$ cat config.mk
export PLATFORM = sky130hd
export DESIGN_NAME = fetch_ctrl
export DESIGN_NICKNAME = d
export VERILOG_FILES = /design/src/rtl/fetch_ctrl_pkg.sv /design/src/rtl/fetch_ctrl.sv
export SDC_FILE = /design/constraint.sdc
export NUM_CORES = 1
export LEC_CHECK = 0
export BUFFER_PORTS_ARGS = -buffer_cell sky130_fd_sc_hd__buf_2
export CAP_MARGIN = 20
export CORE_ASPECT_RATIO = 0.9
export CORE_MARGIN = 4
export CORE_UTILIZATION = 50
export CTS_CLUSTER_DIAMETER = 100
export DETAILED_ROUTE_END_ITERATION = 10
export PLACE_DENSITY = 0.76
export RECOVER_POWER = 100
export SYNTH_ARGS = -nofsm -noshare
export SYNTH_HDL_FRONTEND = slang
export SYNTH_SLANG_ARGS = --single-unit
$ cat constraint.sdc
create_clock -name clk -period 2.41 [get_ports clk]
set_input_delay 0.482 -clock clk [delete_from_list [all_inputs] [get_ports clk]]
set_output_delay 0.482 -clock clk [all_outputs]
set_load 0.02 [all_outputs]
$ cat src/rtl/fetch_ctrl_pkg.sv
`default_nettype none
// ============================================================================
// Module   : fetch_ctrl_pkg
// Brief    : Shared constants and fetch FSM state encoding for the front end.
// Revision : 1.0
// ============================================================================
package fetch_ctrl_pkg;

    localparam logic [31:0] IMEM_BASE_ADDR = 32'h0100_0000;
    localparam logic [31:0] INSN_NOP       = 32'h0000_0013;

    typedef enum logic [1:0] {
        REQ  = 2'd0,
        WAIT = 2'd1,
        HOLD = 2'd2,
        DROP = 2'd3
    } fetch_state_e;

endpackage : fetch_ctrl_pkg
`default_nettype wire

$ cat src/rtl/fetch_ctrl.sv
`default_nettype none
// ============================================================================
// Module   : fetch_ctrl
// Brief    : Single-outstanding instruction fetch FSM with redirect flushing.
// Revision : 1.0
// ============================================================================
module fetch_ctrl
    import fetch_ctrl_pkg::*;
#(
    parameter int                 AWIDTH   = 32,
    parameter int                 DWIDTH   = 32,
    parameter logic [AWIDTH-1:0]  RESET_PC = AWIDTH'(IMEM_BASE_ADDR)
) (
    input  logic              clk,
    input  logic              rst,
    input  logic              redirect_i,
    input  logic [AWIDTH-1:0] redirect_pc_i,
    input  logic              ready_i,
    output logic              imem_req_o,
    output logic [AWIDTH-1:0] imem_addr_o,
    input  logic              imem_gnt_i,
    input  logic              imem_rvalid_i,
    input  logic [DWIDTH-1:0] imem_rdata_i,
    output logic              valid_o,
    output logic [AWIDTH-1:0] pc_o,
    output logic [DWIDTH-1:0] insn_o
);

    localparam logic [AWIDTH-1:0] c_ALIGN_MASK = ~AWIDTH'(3);
    localparam logic [AWIDTH-1:0] c_PC_STEP    = AWIDTH'(4);
    localparam logic [DWIDTH-1:0] c_NOP        = DWIDTH'(INSN_NOP);

    fetch_state_e      r_state;
    logic [AWIDTH-1:0] r_pc_q;
    logic [AWIDTH-1:0] r_req_pc;
    logic [AWIDTH-1:0] r_pc_o;
    logic [DWIDTH-1:0] r_insn;
    logic              r_valid;

    fetch_state_e      w_state_nxt;
    logic [AWIDTH-1:0] w_pc_q_nxt;
    logic [AWIDTH-1:0] w_req_pc_nxt;
    logic [AWIDTH-1:0] w_pc_o_nxt;
    logic [DWIDTH-1:0] w_insn_nxt;
    logic              w_valid_nxt;
    logic [AWIDTH-1:0] w_redirect_pc;

    assign w_redirect_pc = redirect_pc_i & c_ALIGN_MASK;

    always_comb begin
        w_state_nxt  = r_state;
        w_pc_q_nxt   = r_pc_q;
        w_req_pc_nxt = r_req_pc;
        w_pc_o_nxt   = r_pc_o;
        w_insn_nxt   = r_insn;
        w_valid_nxt  = r_valid;

        case (r_state)
            REQ: begin
                // A granted request under redirect still owes a response; DROP eats it.
                if (redirect_i) begin
                    w_pc_q_nxt = w_redirect_pc;
                    if (imem_gnt_i) begin
                        w_state_nxt = DROP;
                    end
                end else if (imem_gnt_i) begin
                    w_req_pc_nxt = r_pc_q;
                    w_state_nxt  = WAIT;
                end
            end
            WAIT: begin
                if (redirect_i) begin
                    w_pc_q_nxt  = w_redirect_pc;
                    w_state_nxt = imem_rvalid_i ? REQ : DROP;
                end else if (imem_rvalid_i) begin
                    w_insn_nxt  = imem_rdata_i;
                    w_pc_o_nxt  = r_req_pc;
                    w_valid_nxt = 1'b1;
                    w_pc_q_nxt  = r_req_pc + c_PC_STEP;
                    w_state_nxt = HOLD;
                end
            end
            HOLD: begin
                // insn_o returns to NOP whenever valid_o drops so decode never sees stale data.
                if (redirect_i) begin
                    w_valid_nxt = 1'b0;
                    w_insn_nxt  = c_NOP;
                    w_pc_q_nxt  = w_redirect_pc;
                    w_state_nxt = REQ;
                end else if (ready_i) begin
                    w_valid_nxt = 1'b0;
                    w_insn_nxt  = c_NOP;
                    w_state_nxt = REQ;
                end
            end
            DROP: begin
                if (redirect_i) begin
                    w_pc_q_nxt = w_redirect_pc;
                end
                if (imem_rvalid_i) begin
                    w_state_nxt = REQ;
                end
            end
            default: begin
                w_state_nxt = REQ;
            end
        endcase
    end

    always_ff @(posedge clk) begin
        if (rst) begin
            r_state  <= REQ;
            r_pc_q   <= RESET_PC;
            r_req_pc <= RESET_PC;
            r_pc_o   <= RESET_PC;
            r_insn   <= c_NOP;
            r_valid  <= 1'b0;
        end else begin
            r_state  <= w_state_nxt;
            r_pc_q   <= w_pc_q_nxt;
            r_req_pc <= w_req_pc_nxt;
            r_pc_o   <= w_pc_o_nxt;
            r_insn   <= w_insn_nxt;
            r_valid  <= w_valid_nxt;
        end
    end

    assign imem_req_o  = (r_state == REQ) && !rst;
    assign imem_addr_o = r_pc_q;
    assign valid_o     = r_valid;
    assign pc_o        = r_pc_o;
    assign insn_o      = r_insn;

endmodule : fetch_ctrl
`default_nettype wire
### After elaboration in Yosys (flattened, before gate mapping)

Index checks and enable logic that the tools add are counted.

| word-level totals | value |
|---|---|
| register bits | 131 |
| output and inout bits | 98 |

| cells by class | value |
|---|---|
| add/sub/neg operators | 1 |
| equality and inequality tests | 10 |
| muxes and demuxes | 24 |
| bitwise gates (word level) | 1 |
| reductions and logical operators | 10 |

Operators by type and width:

| operator | count |
|---|---|
| 32-bit two-way mux | 7 |
| 32-bit one-hot mux with 2 select lines | 2 |
| 32-bit by 3-bit adder with 32-bit output, second input constant | 1 |
| 2-bit two-way mux | 9 |
| 2-bit != test, second input constant | 4 |
| 2-bit one-hot mux with 4 select lines | 1 |
| 4-bit AND reduction | 2 |
| 3-bit != test, second input constant | 2 |
| 3-bit AND reduction | 2 |
| 2-bit equality test, second input constant | 2 |
| 1-bit two-way mux | 4 |
| 3-bit OR reduction | 1 |
| 2-bit by 1-bit equality test with 1-bit output, second input constant | 1 |
| 2-bit zero test | 1 |
| 2-bit by 1-bit != test with 1-bit output, second input constant | 1 |
| 1-bit one-hot mux with 2 select lines | 1 |
| 2-bit AND reduction | 1 |
| 2-bit nonzero test | 1 |
| 1-bit logical AND | 1 |
| 1-bit zero test | 1 |
| 1-bit inverter | 1 |

### Longest topological paths before layout

| logic depth | value |
|---|---|
| word-level depth | 4 |
| mapped depth | 7 |

### Least setup slack after synthesis

Ideal clock, no wire load.

| timing | value |
|---|---|
| path kind | reg2reg |
| start point | register r_req_pc[10] |
| end point | register r_pc_q[29], in the netlist imem_addr_o[29] |
| data arrival time | 1.687 ns |
| required time | 2.272 ns |
| slack | 0.585 ns |
| cell stages (with the launch flop) | 8 |
| cell sequence | dfxtp_1 > buf_2 > nand3_1 > or4_1 > buf_4 > nor4_2 > xnor2_1 > a211oi_2 |

| on the way | value |
|---|---|
| longest elaborated chain between the ends | 4 |

RTL lines:

| what | RTL line | RTL |
|---|---|---|
| from (decl) | fetch_ctrl.sv:35 | `logic [AWIDTH-1:0] r_req_pc;` |
| from (signal assigned) | fetch_ctrl.sv:121 | `r_req_pc <= w_req_pc_nxt;` |
| 32-bit by 3-bit adder with 32-bit output | fetch_ctrl.sv:79 | `w_pc_q_nxt = r_req_pc + c_PC_STEP;` |
| 32-bit two-way mux | fetch_ctrl.sv:75 | `end else if (imem_rvalid_i) begin` |
| 32-bit two-way mux | fetch_ctrl.sv:72 | `if (redirect_i) begin` |
| 32-bit one-hot mux with 2 select lines | fetch_ctrl.sv:58 | `case (r_state)` |
| to (signal assigned) | fetch_ctrl.sv:120 | `r_pc_q <= w_pc_q_nxt;` |
| to (decl) | fetch_ctrl.sv:34 | `logic [AWIDTH-1:0] r_pc_q;` |

No other way between the ends. The select of a mux whose other input is x is not followed.
A chain may end at the register's enable or synchronous reset.

### Worst setup path in the final report

| timing | value |
|---|---|
| start point | register r_req_pc[15] |
| end point | register r_pc_q[31], in the netlist imem_addr_o[31] |

The elaborated chain is that of the path after synthesis.

==> load_flow_metrics.sql <==
INSERT INTO impl_metrics (metric_group, metric, value, unit) VALUES
('synth', 'synthCells', '653', ''),
('synth', 'synth.avg_cell_area', '8.16', 'um2'),
('final_layout', 'antenna-diode-count', '0', ''),
('power_and_ir_drop', 'power_report.internal_total', '4.19', 'mW'),
('synth', 'sequential_to_total_area_share_from_yosys_stat', '49.2', '%'),
('outcome', 'result_of_the_run', 'finished with violations', ''),
('setup_path', 'crit_path_end_kind', 'flop', ''),
('synth', 'number_of_enable_type_register_cells_in_the_synthesized_netlist', '0', ''),
('timing', 'grt_setup_unrepaired', 'no', ''),
('power_and_ir_drop', 'max-vdd-ir-drop', '428', 'uV'),
('cts', 'cts_hold_repair.buffers', '0', ''),
('setup_path', 'worst-setup-path-type', 'reg2reg', ''),
('routing', 'post_drt_via_cell_ratio', '5.59', ''),
('synth', 'area_contributors_post_synth', 'sky130_fd_sc_hd__dfxtp_1 49%, sky130_fd_sc_hd__nand2_1 11%, sky130_fd_sc_hd__a21oi_1 7.8%, sky130_fd_sc_hd__a22oi_1 4.1%, sky130_fd_sc_hd__nor2_1 3.7%', ''),
('timing', 'hold_ws', '0.303', 'ns'),
('cts', 'tritoncts_clock_tree', 'built', ''),
('synth', 'synthDistinctLibCells', '43', ''),
('timing', 'timing_worst_slew_pin_value', '1.60', 'ns'),
('cts', 'cts_setup_buffers', '0', ''),
('setup_path', 'critical_path.max_fanout', '8', ''),
('final_layout', 'fillCellCount', '918', ''),
('cts', 'cts.clk_slew.worst_paths', '0.06', 'ns'),
('routing', 'route.vias.total', '5263', ''),
('timing', 'count_of_final_max_slew_check_failures', '80', ''),
('die', 'die_width', '117', 'um'),
('final_layout', 'finish.cell_count_without_fillers', '942', ''),
('setup_path', 'worst-endpoint-required', '2.64', 'ns'),
('place', 'place.port_buffers', '165', ''),
('cts', 'cts_resized', '0', ''),
('place', 'place.gp.congestion', '0.834', ''),
('routing', 'routed_wl', '15300', 'um'),
('synth', 'synth.ff_latch_count', '131', ''),
('final_layout', 'post_route_cells_drive_above_1_share', '15.7', '%'),
('routing', 'detail_route.first_pass.iterations', '5', ''),
('min_path', 'hold_path_class', 'in2reg', ''),
('timing', 'min_period', '2.16', 'ns'),
('setup_path', 'r2r.worst_path.cells', '5', ''),
('final_layout', 'areaGrowthSynthToFinish', '26.0', '%'),
('run', 'cap_viol_max_count', '1', ''),
('global_route', 'global_route_wire_length_before_repair', '24600', 'um'),
('cts', 'h-tree-depth', '4', ''),
('synth', 'postSynth.asyncResetShare', '0', '%'),
('die', 'core-area', '10300', 'um2'),
('synth', 'yosysWarningCount', '0', ''),
('timing', 'final-hold-violation-count', '0', ''),
('final_layout', 'final_common_cell', 'sky130_fd_sc_hd__nand2_1', ''),
('global_route', 'grt.total_usage', '24.7', '%'),
('cts', 'clock-sinks', '131', ''),
('min_path', 'worstHoldPathCells', '3', ''),
('power_and_ir_drop', 'power', '5.56', 'mW'),
('synth', 'yosys.area.top_type_share', '49.2', '%'),
('global_route', 'total_overflow_reported_by_the_global_router', '0', ''),
('place', 'dp_cells', '911', ''),
('timing', 'timing.slew.headroom', '-6.59', '%'),
('power_and_ir_drop', 'leakage', '2.36', 'nW'),
('setup_path', 'regToRegStartpoint', 'r_req_pc[15]', ''),
('routing', 'drtIter0Drc', '381', ''),
('global_route', 'grt_max_degree', '80', ''),
('timing', 'tns', '0', 'ns'),
('timing', 'post-route-period-util', '89.6', '%'),
('setup_path', 'setup_slack_of_the_most_critical_reg_to_reg_path', '0.25', 'ns'),
('die', 'placementRows', '35', ''),
('synth', 'primary_flip_flop_cell_chosen_by_synthesis_mapping', 'sky130_fd_sc_hd__dfxtp_1', ''),
('die', 'dieArea', '12400', 'um2'),
('synth', 'synthesized_net_count', '724', ''),
('timing', 'setup_violations', '0', ''),
('min_path', 'hold_path.startpoint', 'imem_rdata_i[4]', ''),
('outcome', 'violations_in_the_final_reports', 'capacitance limit, slew limit', ''),
('timing', 'timing.clock.skew', '0.0153', 'ns'),
('routing', 'drt.antenna.violating_nets', '0', ''),
('min_path', 'hold_path_end', 'insn_o[4]', '');
-- worst max-delay path, cell delays in order, from the launching register on --
cell and delay (ns):
sky130_fd_sc_hd__dfxtp_1 0.46, sky130_fd_sc_hd__nand3_2 0.15, sky130_fd_sc_hd__or4_1 0.67, sky130_fd_sc_hd__nor4_1 0.44, sky130_fd_sc_hd__xnor2_1 0.18, sky130_fd_sc_hd__a211oi_2 0.08
-- through the flow --
stage | util, % | setup WS (ns) | cell area [um2]
after CTS | 66.8 | 0.318 | 6910
after global placement | 60.7 | 0.339 | 6270
after global routing | 65.0 | 0.109 | 6720
final | 65.0 | 0.251 | 6720
after floorplan | - | 0.585 | 5330
after detailed placement | 60.7 | 0.318 | 6270
-- cell usage after synthesis (all sizes together) (5+ instances only) --
library cell	instances
and4	5
nor3	10
o21ai	16
nand3	17
nand4	9
a22oi	29
nor4	5
nor2	52
clkbuf	50
a21oi	83
a211oi	16
a221oi	5
nand2	155
o22ai	5
o221ai	8
inv	6
xnor2	21
dfxtp	131
-- area by class of cell --
cell class                 count  area [um2]  share of cell area (%)
clock inverter                11         179                    2.66
clock buffer                  20         457                    6.80
multi-input combinational    462        2450                    36.5
sequential                   131        2620                    39.0
inverter                       6        22.5                   0.335
tap                          129         161                    2.40
timing repair buffer         183         823                    12.3
-- power by group through the flow --
stage          sequential [mW]  clock, mW  combinational [mW]
2_1_floorplan             2.41          0               0.250
3_3_place_gp              2.36          0               0.496
3_5_place_dp              2.36          0               0.509
4_1_cts                   2.32       2.76               0.512
5_1_grt                   2.33       2.88               0.537
6_report                  2.32       2.75               0.488
-- cell families (layout without fill, tap and decap cells) --
family | count (synthesis) | in the layout | synth area share, %
flops | 131 | 131 | 49.2
simple gates | 263 | 263 | 21.7
fa+ha+maj | 1 | 1 | 0.235
compound gates | 173 | 173 | 20.4
xor+xnor | 25 | 25 | 4.11
buf+inv | 60 | 220 | 4.37
-- sequential cells by signal, indices dropped and copies added, names as in the netlist --
| name | flops |
|---|---|
| imem_addr_o | 32 |
| pc_o | 32 |
| insn_o | 32 |
| r_state | 2 |
| valid_o | 1 |
| r_req_pc | 32 |
-- routing by layer --
layer  global-route usage [%]  wire [um]  vias up
li1                         -          -     2567
met1                     30.5       6380     2453
met2                     40.1       7330      215
met3                     8.31       1300       28
met4                     8.44        279        0
met5                        0          0        -
-- how the worst max path moves through the flow --
stage | startpoint | end | slack (ns)
finish | r_req_pc[15] | imem_addr_o[31] | 0.25
global route | r_state[0] | pc_o[15] | 0.11
CTS | r_req_pc[15] | imem_addr_o[31] | 0.32
detailed placement | r_req_pc[15] | imem_addr_o[31] | 0.32
global placement | r_req_pc[8] | imem_addr_o[31] | 0.34
floorplan | r_req_pc[10] | imem_addr_o[29] | 0.58
Note: power is estimated with default switching activity, not from simulation.
